$ cat src/rtl/uart_rx_frame_ctrl_if.sv
// uart_rx_frame_ctrl_if: received-word and frame-status bundle from the UART RX frame controller
interface uart_rx_frame_ctrl_if #(
    parameter int DATA_WIDTH = 8
);
    logic [DATA_WIDTH-1:0] p_data;
    logic                  data_valid;
    logic                  par_err;
    logic                  stp_err;
    logic                  rx_busy;

    modport master (
        output p_data,
        output data_valid,
        output par_err,
        output stp_err,
        output rx_busy
    );

    modport slave (
        input p_data,
        input data_valid,
        input par_err,
        input stp_err,
        input rx_busy
    );
endinterface

$ cat src/rtl/uart_rx_frame_ctrl.sv
// uart_rx_frame_ctrl: oversampled UART receive framing with 3-point majority voting and parity/stop checks
module uart_rx_frame_ctrl #(
    parameter int DATA_WIDTH = 8
) (
    input  logic                 clk,
    input  logic                 rst,
    input  logic                 rx_in,
    input  logic [5:0]           prescale,
    input  logic                 par_en,
    input  logic                 par_typ,
    input  logic [5:0]           edge_cnt,
    input  logic [3:0]           bit_cnt,
    output logic                 edge_bit_cnt_en,
    uart_rx_frame_ctrl_if.master frame
);
    typedef enum logic [2:0] {IDLE, START, DATA, PARITY, STOP} state_t;

    localparam logic [3:0] DW = 4'(DATA_WIDTH);

    state_t                state;
    logic                  s0, s1, s2;
    logic                  maj;
    logic                  eob;
    logic                  pe_l, pt_l;
    logic                  perr;
    logic                  bit_ok;
    logic [DATA_WIDTH-1:0] shreg;
    logic [5:0]            h;

    assign h               = {1'b0, prescale[5:1]};
    assign maj             = (s0 & s1) | (s0 & s2) | (s1 & s2);
    assign eob             = edge_cnt == prescale;
    assign edge_bit_cnt_en = state != IDLE;
    assign frame.rx_busy   = state != IDLE;

    // The counter's bit index must agree with the state; anything else means it lost sync.
    always_comb begin
        bit_ok = state == START  ? bit_cnt == 4'd0 :
                 state == DATA   ? (bit_cnt >= 4'd1 && bit_cnt <= DW) :
                 state == PARITY ? bit_cnt == DW + 4'd1 :
                 state == STOP   ? bit_cnt == DW + 4'd1 + {3'b0, pe_l} :
                 1'b1;
    end

    // Capture the line at the three points straddling mid-bit.
    always_ff @(posedge clk) begin
        if (rst) begin
            s0 <= 1'b0;
            s1 <= 1'b0;
            s2 <= 1'b0;
        end else begin
            if (edge_cnt == h - 6'd1) s0 <= rx_in;
            if (edge_cnt == h)        s1 <= rx_in;
            if (edge_cnt == h + 6'd1) s2 <= rx_in;
        end
    end

    // Frame state machine; result pulses and the output word are registered on leaving STOP.
    always_ff @(posedge clk) begin
        if (rst) begin
            state            <= IDLE;
            pe_l             <= 1'b0;
            pt_l             <= 1'b0;
            perr             <= 1'b0;
            shreg            <= '0;
            frame.p_data     <= '0;
            frame.data_valid <= 1'b0;
            frame.par_err    <= 1'b0;
            frame.stp_err    <= 1'b0;
        end else begin
            frame.data_valid <= 1'b0;
            frame.par_err    <= 1'b0;
            frame.stp_err    <= 1'b0;
            if (state != IDLE && !bit_ok) begin
                state <= IDLE;
            end else begin
                case (state)
                    IDLE: begin
                        if (!rx_in) begin
                            state <= START;
                            pe_l  <= par_en;
                            pt_l  <= par_typ;
                            perr  <= 1'b0;
                        end
                    end
                    START: begin
                        if (eob) state <= maj ? IDLE : DATA;
                    end
                    DATA: begin
                        if (eob) begin
                            for (int i = 0; i < DATA_WIDTH; i++)
                                if (bit_cnt == 4'(i + 1)) shreg[i] <= maj;
                            if (bit_cnt == DW) state <= pe_l ? PARITY : STOP;
                        end
                    end
                    PARITY: begin
                        if (eob) begin
                            perr  <= maj != (^shreg ^ pt_l);
                            state <= STOP;
                        end
                    end
                    STOP: begin
                        if (eob) begin
                            frame.data_valid <= ~perr & maj;
                            frame.par_err    <= perr;
                            frame.stp_err    <= ~maj;
                            if (~perr & maj) frame.p_data <= shreg;
                            state <= IDLE;
                        end
                    end
                    default: state <= IDLE;
                endcase
            end
        end
    end
endmodule
$ cat src/flat_wrapper.sv
// flat-port wrapper written by rule: the top's interface ports become plain ports
module uart_rx_frame_ctrl_flat 
#(
    parameter int DATA_WIDTH = 8
)
  (clk, rst, rx_in, prescale, par_en, par_typ, edge_cnt, bit_cnt, edge_bit_cnt_en, frame_p_data, frame_data_valid, frame_par_err, frame_stp_err, frame_rx_busy);
  uart_rx_frame_ctrl_if #(.DATA_WIDTH(DATA_WIDTH)) frame_i ();
  input  logic clk;
  input  logic rst;
  input  logic rx_in;
  input  logic [5:0] prescale;
  input  logic par_en;
  input  logic par_typ;
  input  logic [5:0] edge_cnt;
  input  logic [3:0] bit_cnt;
  output logic edge_bit_cnt_en;
  output wire logic [$bits(frame_i.p_data)-1:0] frame_p_data;
  output wire logic [$bits(frame_i.data_valid)-1:0] frame_data_valid;
  output wire logic [$bits(frame_i.par_err)-1:0] frame_par_err;
  output wire logic [$bits(frame_i.stp_err)-1:0] frame_stp_err;
  output wire logic [$bits(frame_i.rx_busy)-1:0] frame_rx_busy;
  assign frame_p_data = frame_i.p_data;
  assign frame_data_valid = frame_i.data_valid;
  assign frame_par_err = frame_i.par_err;
  assign frame_stp_err = frame_i.stp_err;
  assign frame_rx_busy = frame_i.rx_busy;
  uart_rx_frame_ctrl #(.DATA_WIDTH(DATA_WIDTH)) u_core (.clk(clk), .rst(rst), .rx_in(rx_in), .prescale(prescale), .par_en(par_en), .par_typ(par_typ), .edge_cnt(edge_cnt), .bit_cnt(bit_cnt), .edge_bit_cnt_en(edge_bit_cnt_en), .frame(frame_i));
endmodule
$ cat config.mk
export PLATFORM = sky130hd
export DESIGN_NAME = uart_rx_frame_ctrl_flat
export DESIGN_NICKNAME = d
export VERILOG_FILES = /design/src/rtl/uart_rx_frame_ctrl_if.sv /design/src/rtl/uart_rx_frame_ctrl.sv /design/src/flat_wrapper.sv
export SDC_FILE = /design/constraint.sdc
export NUM_CORES = 1
export LEC_CHECK = 0
export BUFFER_PORTS_ARGS = -buffer_cell sky130_fd_sc_hd__clkbuf_2
export CORE_ASPECT_RATIO = 0.7
export CORE_MARGIN = 2
export CORE_UTILIZATION = 51
export CTS_CLUSTER_DIAMETER = 40
export CTS_CLUSTER_SIZE = 28
export DETAILED_ROUTE_END_ITERATION = 10
export GPL_TIMING_DRIVEN = 0
export PLACE_DENSITY_LB_ADDON = 0.15
export RECOVER_POWER = 50
export REMOVE_ABC_BUFFERS = 1
export SYNTH_ARGS = -nofsm -noshare
export SYNTH_HDL_FRONTEND = slang
export SYNTH_SLANG_ARGS = --single-unit
$ cat constraint.sdc
create_clock -name clk -period 2.1 [get_ports clk]
set_clock_uncertainty 0.2 [all_clocks]
set_input_delay 0.105 -clock clk [delete_from_list [all_inputs] [get_ports clk]]
set_output_delay 0.105 -clock clk [all_outputs]
set_load 0.01 [all_outputs]
==> impl_results.md <==
* PnR worst setup slack at -0.03163 ns
* Hold Fails Final Rpt at 0
* Clock Pin Slew Worst Setup and Hold Paths at 0.09 ns
* Total gr overflow at 0
* YS warnings at 0
* Synthesized area per cell at approximately 8.6 um^2
* Busiest metal layer after global routing: met1
* PortBufs at 33
* Mapped Area at 2003 um^2
* Pre-Repair DR Iteration Count at 4
* Clock root buffer: clkbuf_8
* First DRT Iteration DRCs at 73
* Netlist cell types at 55
* Slew Limit Fails at 0
* Via count at 1705
* ANT nets after route at 0
* Clk network pwr share at between 20% and 30%
* Vias in the first global route at approximately 1600
* Total global-route track usage at a little over a fifth
* Crit share post-route at 101.5%
* CP Data Required Time at between 2 and 2.5 ns
* Crit path from: u_core.pe_l$_SDFFE_PP0P_
* Synth Flop Type: dfxtp_1
* EDFF count, synth at 0
* Sw Ratio at 29.77%
* Drt total wl at 4522 um
* Core area at just under 4000 um^2
* Critical path type: register to register
* Switch Pwr at about 0.33 mW
* Area of the multi-input gates at ~1400 um^2
* Mapped Cells at between 200 and 250
* Failing checks: negative setup slack
* Skew-Pair Late Insertion Delay at 0.28 ns
* Routed wire length per instance at 14.68 um
* Final Util at between 50% and 60%
* Final Critical Period at around 2.1 ns
* Hpwl dp at about 3200 um
* Die area at between 4000 and 5000 um^2
* Min-delay src: bit_cnt[1]
* Hold Crit Class: input port to register
* Slew @ Worst Pin at 0.4799 ns
* RSZ-0062 raised after global routing: true
* Met3 usage at under 10%
* Die X at just under 80 um
* Power share of the combinational group at a little under a quarter
* Synth-to-layout area growth at 14.68%
* Die Ht at between 50 and 60 um
* TritonCTS clock tree: built
* Critical path fanouts, max at 8
* Clk sinks at 28
* Seq pwr share at between 50% and 60%
* Startpoint Class: register
* Maximum Capacitance Violations at 0
* Met2 usage at a little under a third
* H-Tree Depth at 1
* Worst R2R Start: u_core.pe_l$_SDFFE_PP0P_
* Initial antenna violation count at 0
* Asr flop ratio synth at 0%
* Clock Path Buffers at 2
* Dominant cell type by area after synthesis: dfxtp_1
* Gpl congestion at approximately 0.81
* Post-layout net count at about 280
* Top cells by area, synth: dfxtp_1 (28%), mux2i_1 (10%), nand2b_1 (7.2%)
* Ant diodes at 0
* Fmax at roughly 470 MHz
* Setup violators final at 9
* Num rows at 19
* Pwr dens at around 480 nW/um^2
* Met1 Use GR at 35.26%
* Worst relative slew slack at a little under 70%
* Int Pwr at ~0.77 mW
* First-pass GRT wire length at about 7600 um
* DRC at 0
* Top cell type's share of synthesized area at roughly 28%
* VDD IR max at approximately 0.00041 V
* Sequential-to-total area share from yosys stat at roughly 28%
* Ports at 34
* Outcome: complete, but fails checks
* Layout cells sized above 1 at between 10% and 20%
* Critical Path AT at 2.09 ns
* Inserted Clock Buffers at 3
* Crit. End Element: register
* Vias per std cell at approximately 5.5
* Pleak at ~0.9 nW
* Largest net degree at the start of global routing at 30
* Initial Utilization at 52.01%
* Filler cell count at around 370
* Power Total at roughly 1.1 mW
* FF+latch count, synth at 28
* Register area at ~570 um^2
[final timing paths]
check | to | slack [ns] | cells after the start
worst max-delay path | u_core.frame.p_data[3]$_SDFFE_PP0P_ | -0.03 | 5
worst min-delay path | u_core.shreg[3]$_SDFFE_PP0P_ | 0.05 | 3
worst max register to register | u_core.frame.p_data[3]$_SDFFE_PP0P_ | -0.03 | 5
worst min register to register | u_core.frame.p_data[5]$_SDFFE_PP0P_ | 0.28 | 2
[per-layer routing]
metal | routed length, um | share of wire [%]
met1 | 2471 | 55
met5 | 0 | 0
met2 | 1815 | 40
met3 | 235 | 5.2
met4 | 0 | 0
[timing repair]
item	CTS	global route
pin swaps	3	3
endpoints found under the hold margin	5	0
setup endpoints to repair	9	13
hold buffers	3	0
buffers inserted	3	1
gates resized for setup	6	8
[cell type report]
| class | count | area share [%] |
|---|---|---|
| inverters | 8 | 1.307 |
| flip-flops and latches | 28 | 24.67 |
| multi-input cells | 177 | 60.29 |
| repair buffers | 40 | 9.096 |
| clock buffers | 3 | 1.797 |
| well taps | 52 | 2.832 |
[critical path, cell delays in order, from the launching register on]
cell and delay (ns):
dfxtp_4 0.36, or3b_4 0.39, a2111oi_4 0.43, or3_4 0.23, nand4_4 0.22, mux2i_1 0.19
[placed cells by master (no fill, tap or decap), types with 3 or more instances in the layout]
cell type / instances
a211oi_1: 5
a21oi_1: 5
a31oi_1: 4
and2_1: 3
buf_4: 4
clkbuf_1: 13
clkbuf_2: 20
clkbuf_8: 3
dfxtp_1: 25
dlygate4sd3_1: 3
inv_1: 8
mux2i_1: 21
nand2_1: 7
nand2b_1: 23
nand3b_1: 3
nand4_1: 3
nor2_1: 14
nor3_1: 9
nor3b_1: 4
nor4_1: 5
or2_2: 3
or3_1: 4
or4_1: 3
xnor2_1: 9
xor2_1: 12
[Yosys cell counts, types with 3 or more instances]
cell / n
a211oi_1: 5
a21oi_1: 5
a31oi_1: 4
and2_1: 3
clkbuf_1: 13
dfxtp_1: 28
inv_1: 8
mux2i_1: 21
nand2_1: 7
nand2b_1: 23
nand3b_1: 3
nand4_1: 3
nor2_1: 15
nor3_1: 10
nor3b_1: 4
nor4_1: 6
or2_2: 3
or3_1: 4
or4_1: 3
xnor2_1: 9
xor2_1: 12
[power by group through the flow]
| stage | registers, mW | clock network, mW | logic [mW] |
|---|---|---|---|
| 6_report | 0.555 | 0.296 | 0.248 |
| 5_1_grt | 0.557 | 0.321 | 0.274 |
| 4_1_cts | 0.556 | 0.301 | 0.231 |
| 3_5_place_dp | 0.566 | 0 | 0.221 |
| 3_3_place_gp | 0.566 | 0 | 0.221 |
| 2_1_floorplan | 0.561 | 0 | 0.136 |
[cells by family after synthesis]
kind of cell	after synthesis	synth area share, %
AND/OR/NAND/NOR	102	32.61
AO/OA/AOI/OAI	29	10.87
flip-flops	28	27.98
buffers and inverters	27	5.996
XOR/XNOR	22	10.31
multiplexers	21	10.49
adder cells (fa/ha/maj)	3	1.749
[through the flow]
stage	std cells	setup TNS [ns]	setup slack, ns	instance area [um^2]	hold slack (ns)
after floorplan	213	0	0.06143	1913	-0.02262
after global routing	308	-0.8333	-0.1097	2297	0.09136
final	308	-0.1707	-0.03163	2297	0.05268
after global placement	298	-1.470	-0.1425	2143	0.1509
after detailed placement	298	-1.433	-0.1421	2143	0.1505
after CTS	307	0	0.02164	2262	0.06702
[registers in the layout (all words and copies together) (netlist names)]
| name | cells |
|---|---|
| u_core.s1 | 1 |
| u_core.frame.stp_err | 1 |
| u_core.s0 | 1 |
| u_core.perr | 1 |
| u_core.frame.par_err | 1 |
| u_core.frame.p_data | 8 |
| u_core.shreg | 8 |
| u_core.s2 | 1 |
| u_core.state | 3 |
| u_core.pe_l | 1 |
| u_core.pt_l | 1 |
| u_core.frame.data_valid | 1 |
No activity file was read; power rests on OpenSTA's default activity.
